--- config.mk ---
export PLATFORM = sky130hd
export DESIGN_NAME = shift_arbiter
export DESIGN_NICKNAME = d
export VERILOG_FILES = /design/src/rtl/shift_arbiter.sv
export SDC_FILE = /design/constraint.sdc
export NUM_CORES = 1
export LEC_CHECK = 0
export ABC_AREA = 1
export CORE_ASPECT_RATIO = 0.9
export CORE_MARGIN = 2
export CORE_UTILIZATION = 35
export DETAILED_ROUTE_END_ITERATION = 6
export SLEW_MARGIN = 0
export SYNTH_ARGS = -nofsm -noshare
export SYNTH_HDL_FRONTEND = slang
export SYNTH_SLANG_ARGS = --single-unit
--- constraint.sdc ---
create_clock -name clk -period 3.8 [get_ports clk]
set_input_delay 0.76 -clock clk [delete_from_list [all_inputs] [get_ports clk]]
set_output_delay 0.76 -clock clk [all_outputs]
set_load 0.005 [all_outputs]
--- src/rtl/shift_arbiter.sv ---
// Round-robin arbiter sharing one 32-bit shifter (logical, arithmetic, rotate)
// among NREQ requesters; the result lands in a single registered output slot.
module shift_arbiter #(
  parameter int NREQ = 4,
  parameter int IDW  = 2
) (
  input  logic              clk,
  input  logic              rst_n,
  input  logic [NREQ-1:0]   req_valid,
  output logic [NREQ-1:0]   req_ready,
  input  logic [NREQ*32-1:0] req_in,
  input  logic [NREQ*3-1:0] req_op,
  input  logic [NREQ*5-1:0] req_cnt,
  output logic              resp_valid,
  input  logic              resp_ready,
  output logic [31:0]       resp_data,
  output logic [IDW-1:0]    resp_id,
  output logic              resp_err
);

  // Handshake: a transfer happens on a rising edge where valid && ready are both
  // high; a requester holds valid and payload until then, and ready never waits on valid
  // of the same requester except to pick the round-robin winner.

  logic [31:0]    in_arr  [NREQ];
  logic [2:0]     op_arr  [NREQ];
  logic [4:0]     cnt_arr [NREQ];
  logic [IDW-1:0] rr_ptr;
  logic [IDW-1:0] win;
  logic [IDW-1:0] idx;
  logic [IDW:0]   sum;
  logic           found;
  logic           free;
  logic           accept;

  function automatic logic [31:0] shift_fn(input logic [31:0] a, input logic [2:0] op,
                                           input logic [4:0] cnt);
    logic [63:0] dbl;
    logic [63:0] tmp;
    dbl = {a, a};
    tmp = '0;
    case (op)
      3'd0, 3'd2: shift_fn = a << cnt;
      3'd1:       shift_fn = a >> cnt;
      3'd3:       shift_fn = 32'($signed(a) >>> cnt);
      3'd4: begin
        tmp      = dbl << cnt;
        shift_fn = tmp[63:32];
      end
      3'd5: begin
        tmp      = dbl >> cnt;
        shift_fn = tmp[31:0];
      end
      default:    shift_fn = '0;
    endcase
  endfunction

  always_comb begin
    for (int i = 0; i < NREQ; i++) begin
      in_arr[i]  = req_in[32*i +: 32];
      op_arr[i]  = req_op[3*i +: 3];
      cnt_arr[i] = req_cnt[5*i +: 5];
    end
  end

  // Search starts at rr_ptr and wraps modulo NREQ; first valid requester wins.
  always_comb begin
    found = 1'b0;
    win   = '0;
    sum   = '0;
    idx   = '0;
    for (int k = 0; k < NREQ; k++) begin
      sum = {1'b0, rr_ptr} + (IDW+1)'(k);
      if (sum >= (IDW+1)'(NREQ)) sum = sum - (IDW+1)'(NREQ);
      idx = sum[IDW-1:0];
      if (!found && req_valid[idx]) begin
        found = 1'b1;
        win   = idx;
      end
    end
  end

  assign free   = !resp_valid || resp_ready;
  assign accept = rst_n && found && free;

  always_comb begin
    req_ready = '0;
    if (accept) req_ready[win] = 1'b1;
  end

  always_ff @(posedge clk or negedge rst_n) begin
    if (!rst_n) begin
      resp_valid <= 1'b0;
      resp_data  <= '0;
      resp_id    <= '0;
      resp_err   <= 1'b0;
      rr_ptr     <= '0;
    end else if (accept) begin
      resp_valid <= 1'b1;
      resp_id    <= win;
      resp_data  <= shift_fn(in_arr[win], op_arr[win], cnt_arr[win]);
      resp_err   <= (op_arr[win] >= 3'd6);
      rr_ptr     <= (win == IDW'(NREQ-1)) ? '0 : win + IDW'(1);
    end else if (resp_ready) begin
      resp_valid <= 1'b0;
    end
  end

endmodule

==> flow_summary.toml, run 1 <==
[yosys]
synth_ff_type = "dfrtp_1"
ys_seq_area_frac = 0.117
async_reset_ff_frac = 1.00
synth_top_family_by_area = "simple AND/OR/NAND/NOR gates"
synthTopCellsByArea = "nand2_1 (35%), nand3_1 (27%), dfrtp_1 (12%)"
synth_compound_area_frac = 0.0401
synth_xor_xnor_area_share = 0
yosysTopAreaCell = "nand2_1"
synthAdderAreaFrac = 0.00615
yosysWarnings = 0
synth_top_area_frac = 0.352
synthesis.nets = 1806
yosysMostFrequentCell = "nand2_1"
syn_area_per_cell_um2 = 4.98
yosys-top-cells-count = "nand2_1 (764), nand3_1 (436), nor2_1 (62)"
syn_inst = 1635
synth-edff-count = 0
muxShareOfSynthArea = 0
yosys.area_share.simple = 0.733
synth-seq-cells = 38
synthDistinctLibCells = 36
syn_area_um2 = 8140

[critical_path]
crit_buf_inv = 6
r2r-end = "resp_data[8]"
start_kind = "input port"
worst_r2r_startpoint = "rr_ptr[0]"
cp_max_fo = 13
critPathLaunch = "req_valid[3]"
cp_top_family = "buffers and inverters"
worst-path-stages = 15
crit_path_end_kind = "primary output"
reg2reg_depth = 25
cp_cell_sequence = "clkdlybuf4s50_1 > inv_1 > nand2_2 > nand3_2 > nand2_2 > nor2_4 > nand2_1 > nand3_2 > nand2_4 > clkinv_8 > buf_12 > ha_1 > inv_1 > nor2_1 > clkdlybuf4s50_1"
slowest_stage = "clkdlybuf4s50_1"
endpoint = "req_ready[2]"
critPathMaxStageDelay_ns = 0.51
path_class = "in -> out"
r2r_slack_ns = 0.25
required_ns = 3.04
critPathArrivalTime_ns = 3.02

[drt]
drc = 0
dr.first_iter.drc_count = 1384
routed_via_density = 5.56
antenna_left = 0
drt_pass1_iterations = 5
drt-total-wl_um = 42600
wire_per_inst_um = 19.0
via_count = 12500

[sta]
maxSlewHeadroom = 0.643
setup_viol = 0
worst_pin_slew_ns = 0.536
hold_viol = 0
min_period_over_period = 0.995
fin_hold_ws_ns = 0.480
timing.fmax_mhz = 264
fin_ws_ns = 0.0181
skew_ns = 0.00719
fin_crit_ns = 3.78
rsz0062_at_grt = "yes"
finalMaxSlewViolations = 0

[clock_tree]
path_clk_slew_ns = 0.06
cts_tree = "built"
numCtsBuffers = 5
clk_latency_ns = 0.30
cts_buffer_depth = 2
ctsRootBufferMaster = "clkbuf_16"
cts.htree.levels = 2
cts.sinks = 38

[finish]
fin_nets = 2116
final_util = 0.576
diodes = 0
synthToLayoutAreaGrowth_pct = 60.3
stdcell_count = 2242
drive_gt1_frac = 0.231

[place]
port_buffers = 206
place_ws_ns = -0.128
gp_congestion = 0.981
hpwlAfterDp_um = 32800
dpl.cell_count = 2199

[floorplanning]
num_rows = 52
die_x_um = 165
initial_core_util = 0.359
core_um2 = 22600
io-pin-count = 207
die_h_um = 149
die_area_um2 = 24500

[global_routing]
first_global_vias = 11400
grt_max_degree = 41
grtUsageTotal = 0.327
antenna_found_initial = 0
grt_pass1_wl_um = 62400
grt_overflow_total = 0

[job]
maxCapViolCount = 0

[run_status]
status = "finished, final reports clean"

[worst_hold_path]
min-delay-path-class = "reg -> reg"
## metrics by stage
step | TNS [ns] | instance area, µm²
2_1_floorplan | 0 | 8140
3_3_place_gp | -1.70 | 11500
3_5_place_dp | -2.13 | 11500
4_1_cts | 0 | 11700
5_1_grt | -1.68 | 13000
6_report | 0 | 13000
## worst register-to-register path, stage by stage, from the launching register on
cell	delay [ns]
dfrtp_1	0.63
inv_6	0.10
nand2_1	0.10
nand2_2	0.09
nand2_1	0.07
nand2_1	0.06
nand2_2	0.10
nand2_2	0.07
nand2_4	0.09
buf_4	0.12
buf_12	0.13
nand4_1	0.13
nand3_1	0.18
nand2_4	0.12
buf_12	0.17
nand2_1	0.16
nand2_1	0.16
o21ai_2	0.22
nand2_1	0.10
nand3_1	0.15
nand3_1	0.12
nand3_1	0.10
nand2_1	0.10
nand2_1	0.10
nand2_1	0.05
nand2_1	0.06
## state kept, by name (all words and copies together), names as in the netlist
signal and flops:
resp_err 1, resp_id 2, resp_valid 1, rr_ptr 2, resp_data 32
## layout by cell type (no fill, tap or decap), types with 3 or more instances in the layout
cell type	netlist	routed
nor2_1	62	50
a21oi_1	11	8
nor2_2	6	16
a21oi_2	0	3
dfrtp_1	38	38
buf_4	20	146
nand3_4	2	7
nand3_1	436	374
inv_1	58	55
clkbuf_16	0	15
nor2_4	3	5
nand2_4	2	10
nand4_1	57	57
buf_12	0	28
nand3_2	4	62
o21ai_0	15	10
ha_1	4	4
clkdlybuf4s50_1	0	201
nand2_2	12	106
o21ai_2	0	14
nand2_1	764	662
o21ai_1	25	14
o211ai_1	4	4
inv_2	9	11
dlymetal6s2s_1	0	4
buf_6	5	10
clkinv_2	1	3
nand3b_1	6	6
## per-layer routing
metal | wire length [µm] | part of all wire | GRT usage
met1 | 18600 | 0.44 | 0.457
met2 | 19300 | 0.45 | 0.535
met3 | 3450 | 0.081 | 0.0360
met4 | 1280 | 0.030 | 0.0883
met5 | 0 | 0 | 0
## area by class of cell
class                           count  area [µm²]
Inverter                           73         303
Sequential cell                    38         951
Multi-Input combinational cell   1423        7120
Timing Repair Buffer              404        4170
Clock buffer                        5         125
Tap cell                          297         372
Fill cell                        2320        9590
Clock inverter                      2        10.0
## logic make-up after synthesis
| kind of cell | Yosys count |
|---|---|
| AOI/OAI and AO/OA | 60 |
| adders and majority gates | 4 |
| buffers and inverters | 175 |
| DFF | 38 |
| and+or+nand+nor | 1358 |
## worst min path at each step
stage	startpoint	end	slack, ns	cells after the start
global placement	resp_data[3]	resp_data[3]	0.46	2
detailed placement	resp_data[4]	resp_data[4]	0.46	2
finish	resp_data[24]	resp_data[24]	0.48	2
CTS	resp_data[28]	resp_data[28]	0.49	2
floorplan	rst_n	resp_data[0]	0.46	0
global route	resp_data[24]	resp_data[24]	0.50	2
## what timing repair did
action | CTS | global route
pin swaps | 1 | 39
setup endpoints to repair | 4 | 36
gates resized for setup | 6 | 245
setup buffers | 0 | 22
hold buffers | 0 | 0
gates cloned | 1 | 13
Power of run 1 is left out: the tool's default activity adds up to more than one toggle a clock period on the data nets, which glitch-free logic cannot reach.
==> run 2: changes to the inputs <==
CORE_UTILIZATION = 30   (was 35)
GPL_TIMING_DRIVEN = 0   (was not set)
REMOVE_ABC_BUFFERS = 1   (was not set)
==> flow_summary.toml, run 2 (same netlist as run 1, synthesis figures left out) <==
[run_status]
status = "finished, final reports clean"

[drt]
dr.first_iter.drc_count = 2137
routed_via_density = 5.97
wire_per_inst_um = 21.9
antenna_left = 0
drt-total-wl_um = 49300
drc = 0
drt_pass1_iterations = 6
via_count = 13400

[finish]
drive_gt1_frac = 0.196
largest_register = "resp_data"
fin_area_um2 = 13100
synthToLayoutAreaGrowth_pct = 60.5
fin_nets = 2065
layout_common_cells = "nand2_1 (678), nand3_1 (391), clkdlybuf4s50_1 (197)"
top_regs = "resp_data x32, resp_id x2, rr_ptr x2"
final_common_cell = "nand2_1"
largest_reg_flops = 32

[sta]
skew_ns = 0.00770
timing.fmax_mhz = 264
finalMaxSlewViolations = 0
worst_pin_slew_ns = 0.486
fin_crit_ns = 3.79
hold_viol = 0
maxSlewHeadroom = 0.676
min_period_over_period = 0.998
setup_viol = 0

[global_routing]
grt_overflow_total = 0
antenna_found_initial = 1
first_global_vias = 12000
grt_pass1_wl_um = 70100
grt_max_degree = 66
grtUsageTotal = 0.321

[clock_tree]
cts_buffer_depth = 2
cts_tree = "built"
path_clk_slew_ns = 0.06
cts.htree.levels = 2
clk_latency_ns = 0.30
cts_hold_buf = 0
ctsRootBufferMaster = "clkbuf_16"
cts.sinks = 38
numCtsBuffers = 5

[critical_path]
crit_path_end_kind = "flip-flop"
path_class = "reg -> reg"
cp_max_fo = 12
critPathArrivalTime_ns = 3.99
start_kind = "flip-flop"
required_ns = 3.99

[worst_hold_path]
min-delay-path-class = "in -> async"

[floorplanning]
io-pin-count = 207
die_h_um = 160
num_rows = 57
die_x_um = 178
core_um2 = 26800
initial_core_util = 0.304
die_area_um2 = 28500

[place]
gp_congestion = 1.01
hpwlAfterDp_um = 28700
placed_cell_area_um2 = 10200
port_buffers = 206

[job]
maxCapViolCount = 0
-- run 2: cell count changes in the layout (fill, tap and decap cells not counted), sizes merged --
cell | previous run | this run
inv | 69 | 71
clkdlybuf4s50 | 201 | 197
nand2 | 778 | 796
bufbuf | 1 | 0
clkinvlp | 0 | 3
clkbuf | 16 | 10
buf | 187 | 108
nand3 | 443 | 456
diode | 0 | 1
dlygate4sd2 | 0 | 4
-- run 2: through the flow --
stage | setup TNS [ns] | cells | utilization | hold WS (ns) | worst slack (ns)
floorplan | -65.24 | 1533 | - | 0.464 | -2.12
global placement | -185.47 | 2093 | 0.376 | 0.467 | -5.30
detailed placement | -128.79 | 2098 | 0.380 | 0.465 | -3.89
CTS | -0.0144 | 2191 | 0.438 | 0.317 | -0.0144
global route | -0.288 | 2249 | 0.487 | 0.336 | -0.0536
finish | 0 | 2250 | 0.487 | 0.317 | 0.00927
-- run 2: worst paths after layout --
kind | start | end | slack [ns] | cells past startpoint
setup / recovery | rr_ptr[0] | resp_data[28] | 0.009 | 25
hold / removal | rst_n | resp_data[19] | 0.32 | 1
min in group clk | resp_data[29] | resp_data[29] | 0.48 | 2
hold reg to reg | resp_data[29] | resp_data[29] | 0.48 | 2
setup reg to reg | rr_ptr[0] | resp_data[28] | 0.009 | 25
max in group asynchronous | rst_n | rr_ptr[0] | 3.01 | 2
-- run 2: what timing repair did --
action,CTS,global route
endpoints found under the setup margin,40,34
pin swaps,28,58
resized for setup,121,188
buffers inserted,54,46
cloned,31,13
-- run 2: layout make-up --
cell class,instances,area [µm²]
clock inverters,1,5.00
flip-flops and latches,38,955
multi-input cells,1454,7790
clock buffers,7,143
repair buffers,316,3260
diodes,1,2.50
fillers,2796,13800
repair inverters,6,70.1
inverters,73,394
well taps,354,443
-- run 2: routing by layer --
layer  wire length (µm)  GRT usage
met1              19300      0.437
met2              20900      0.484
met3               6680     0.0812
met4               2520      0.116
met5                  0          0
-- run 2: worst max-delay path, cell delays in order (launching register included) --
cell and delay, ns:
dfrtp_4 0.60, inv_6 0.21, nand2_1 0.09, nand2_2 0.13, nand2_2 0.07, nand2_2 0.09
nor2_4 0.05, buf_12 0.12, nand3_4 0.16, nand3_4 0.18, buf_12 0.19, buf_12 0.13
inv_12 0.05, nand2_1 0.08, nand3_4 0.12, nand2_8 0.14, buf_12 0.17, clkbuf_16 0.16
o21ai_2 0.19, nand2_1 0.12, nand3_1 0.10, nand3_1 0.09, nor2_2 0.20, nand2_1 0.08
nand2_1 0.06, nand2_1 0.06
Power of run 2 is left out for the same reason.
==> run 3: changes to the inputs <==
CAP_MARGIN = 40   (was not set)
==> flow_summary.toml, run 3 (same netlist as run 1, synthesis figures left out) <==
[clock_tree]
path_clk_slew_ns = 0.06
cts_tree = "built"
clk_latency_ns = 0.30
ctsRootBufferMaster = "clkbuf_16"
cts.sinks = 38
cts.htree.levels = 2
cts_buffer_depth = 2
numCtsBuffers = 5

[floorplanning]
io-pin-count = 207
die_area_um2 = 28500
core_um2 = 26800
die_h_um = 160
num_rows = 57
initial_core_util = 0.304
die_x_um = 178

[finish]
synthToLayoutAreaGrowth_pct = 65.0
diodes = 0
drive_gt1_frac = 0.233
largest_register = "resp_data"
layout_common_cells = "nand2_1 (657), nand3_1 (352), clkdlybuf4s50_1 (197)"
fin_nets = 2069
final_common_cell = "nand2_1"
largest_reg_flops = 32
fin_area_um2 = 13400
top_regs = "resp_data x32, resp_id x2, rr_ptr x2"

[critical_path]
r2r-end = "resp_data[21]"
critPathArrivalTime_ns = 3.82
crit_path_end_kind = "flip-flop"
r2r_slack_ns = 0.22
path_class = "reg -> reg"
endpoint = "resp_data[21]"
reg2reg_depth = 22
start_kind = "flip-flop"
cp_max_fo = 17
required_ns = 4.04
worst_r2r_startpoint = "rr_ptr[0]"
critPathLaunch = "rr_ptr[0]"

[sta]
min_period_over_period = 0.941
maxSlewHeadroom = 0.597
fin_crit_ns = 3.58
fin_hold_ws_ns = 0.314
skew_ns = 0.00453
finalMaxSlewViolations = 0
timing.fmax_mhz = 280
worst_pin_slew_ns = 0.602
setup_viol = 0
rsz0062_at_grt = "no"
hold_viol = 0

[global_routing]
antenna_found_initial = 0
first_global_vias = 11800
use_met3 = 0.0702
grt_overflow_total = 0
grt.met2_usage = 0.473
grtUsageTotal = 0.315
grt_pass1_wl_um = 68900
top_usage_layer = "met2"
grt_max_degree = 46
grtUsageMet1 = 0.436

[place]
hpwlAfterDp_um = 29400
gp_congestion = 1.01
port_buffers = 206
placed_cell_area_um2 = 10400

[drt]
via_count = 13200
routed_via_density = 5.87
drt-total-wl_um = 48300
wire_per_inst_um = 21.4
drt_pass1_iterations = 6
antenna_left = 0
dr.first_iter.drc_count = 1866
drc = 0

[run_status]
status = "finished, final reports clean"

[job]
maxCapViolCount = 0

[worst_hold_path]
min-delay-path-class = "in -> async"
## run 3: cell types whose count changed in the layout (fill, tap and decap cells not counted), moves of 4 or more
cell       delta
nand2_2      +26
nand3_1      -39
buf_16        +6
bufbuf_16     +6
nand3_4      -11
nand3_2      +39
nand2_8       -9
a21oi_2       +4
nand2_1      -21
o21ai_2       +4
a21oi_1       -4
buf_4         +5
## run 3: worst min-delay path by stage
stage	from	to	slack, ns	cells after the start
after floorplan	rst_n	resp_data[0]	0.46	0
after global placement	resp_data[18]	resp_data[18]	0.47	2
after detailed placement	resp_data[27]	resp_data[27]	0.46	2
after CTS	rst_n	resp_data[19]	0.32	1
after global routing	rst_n	resp_data[19]	0.33	1
final	rst_n	resp_data[19]	0.31	1
## run 3: what timing repair did
item | in CTS | in global routing
gates resized for setup | 122 | 235
endpoints found under the hold margin | 0 | 0
pin swaps | 31 | 78
hold buffers | 0 | 0
endpoints found under the setup margin | 36 | 36
buffers inserted | 50 | 50
cloned | 29 | 9
## run 3: routing by layer
metal / wire length, µm / vias up / part of all wire
li1: - / 5977 / -
met1: 19300 / 6113 / 0.40
met2: 20500 / 941 / 0.43
met3: 5900 / 191 / 0.12
met4: 2530 / 0 / 0.052
met5: 0 / - / 0
## run 3: final cells by class
type	instances	area [µm²]
timing repair buffer	337	3720
fill	2760	13400
inverter	73	388
multi-input combinational	1439	7740
clock buffer	7	143
sequential	38	952
timing repair inverter	4	37.5
clock inverter	1	5.00
tap	354	443
## run 3: worst max-delay path: stages, from the launching register on
cell	delay, ns
dfrtp_2	0.53
inv_6	0.09
nand2_1	0.09
nand2_2	0.10
nand2_2	0.09
nand2_2	0.07
nor2_4	0.19
nand3_4	0.16
nand3_4	0.22
buf_16	0.20
inv_16	0.07
or2_2	0.31
o211ai_4	0.13
nand2_8	0.12
buf_4	0.20
nor2_4	0.17
inv_1	0.15
or2_1	0.28
nand3_1	0.09
nand2_1	0.05
nand3_1	0.08
nand2_1	0.06
nand2_1	0.05
## run 3: per-stage QoR
step	cells	util	TNS [ns]	setup slack, ns
6_report	2253	0.501	0	0.224
3_3_place_gp	2093	0.376	-185.47	-5.30
2_1_floorplan	1533	-	-65.24	-2.12
4_1_cts	2195	0.445	-0.00427	-0.00427
5_1_grt	2253	0.501	0	0.0806
3_5_place_dp	2108	0.387	-78.97	-2.50
Power of run 3 is left out for the same reason.
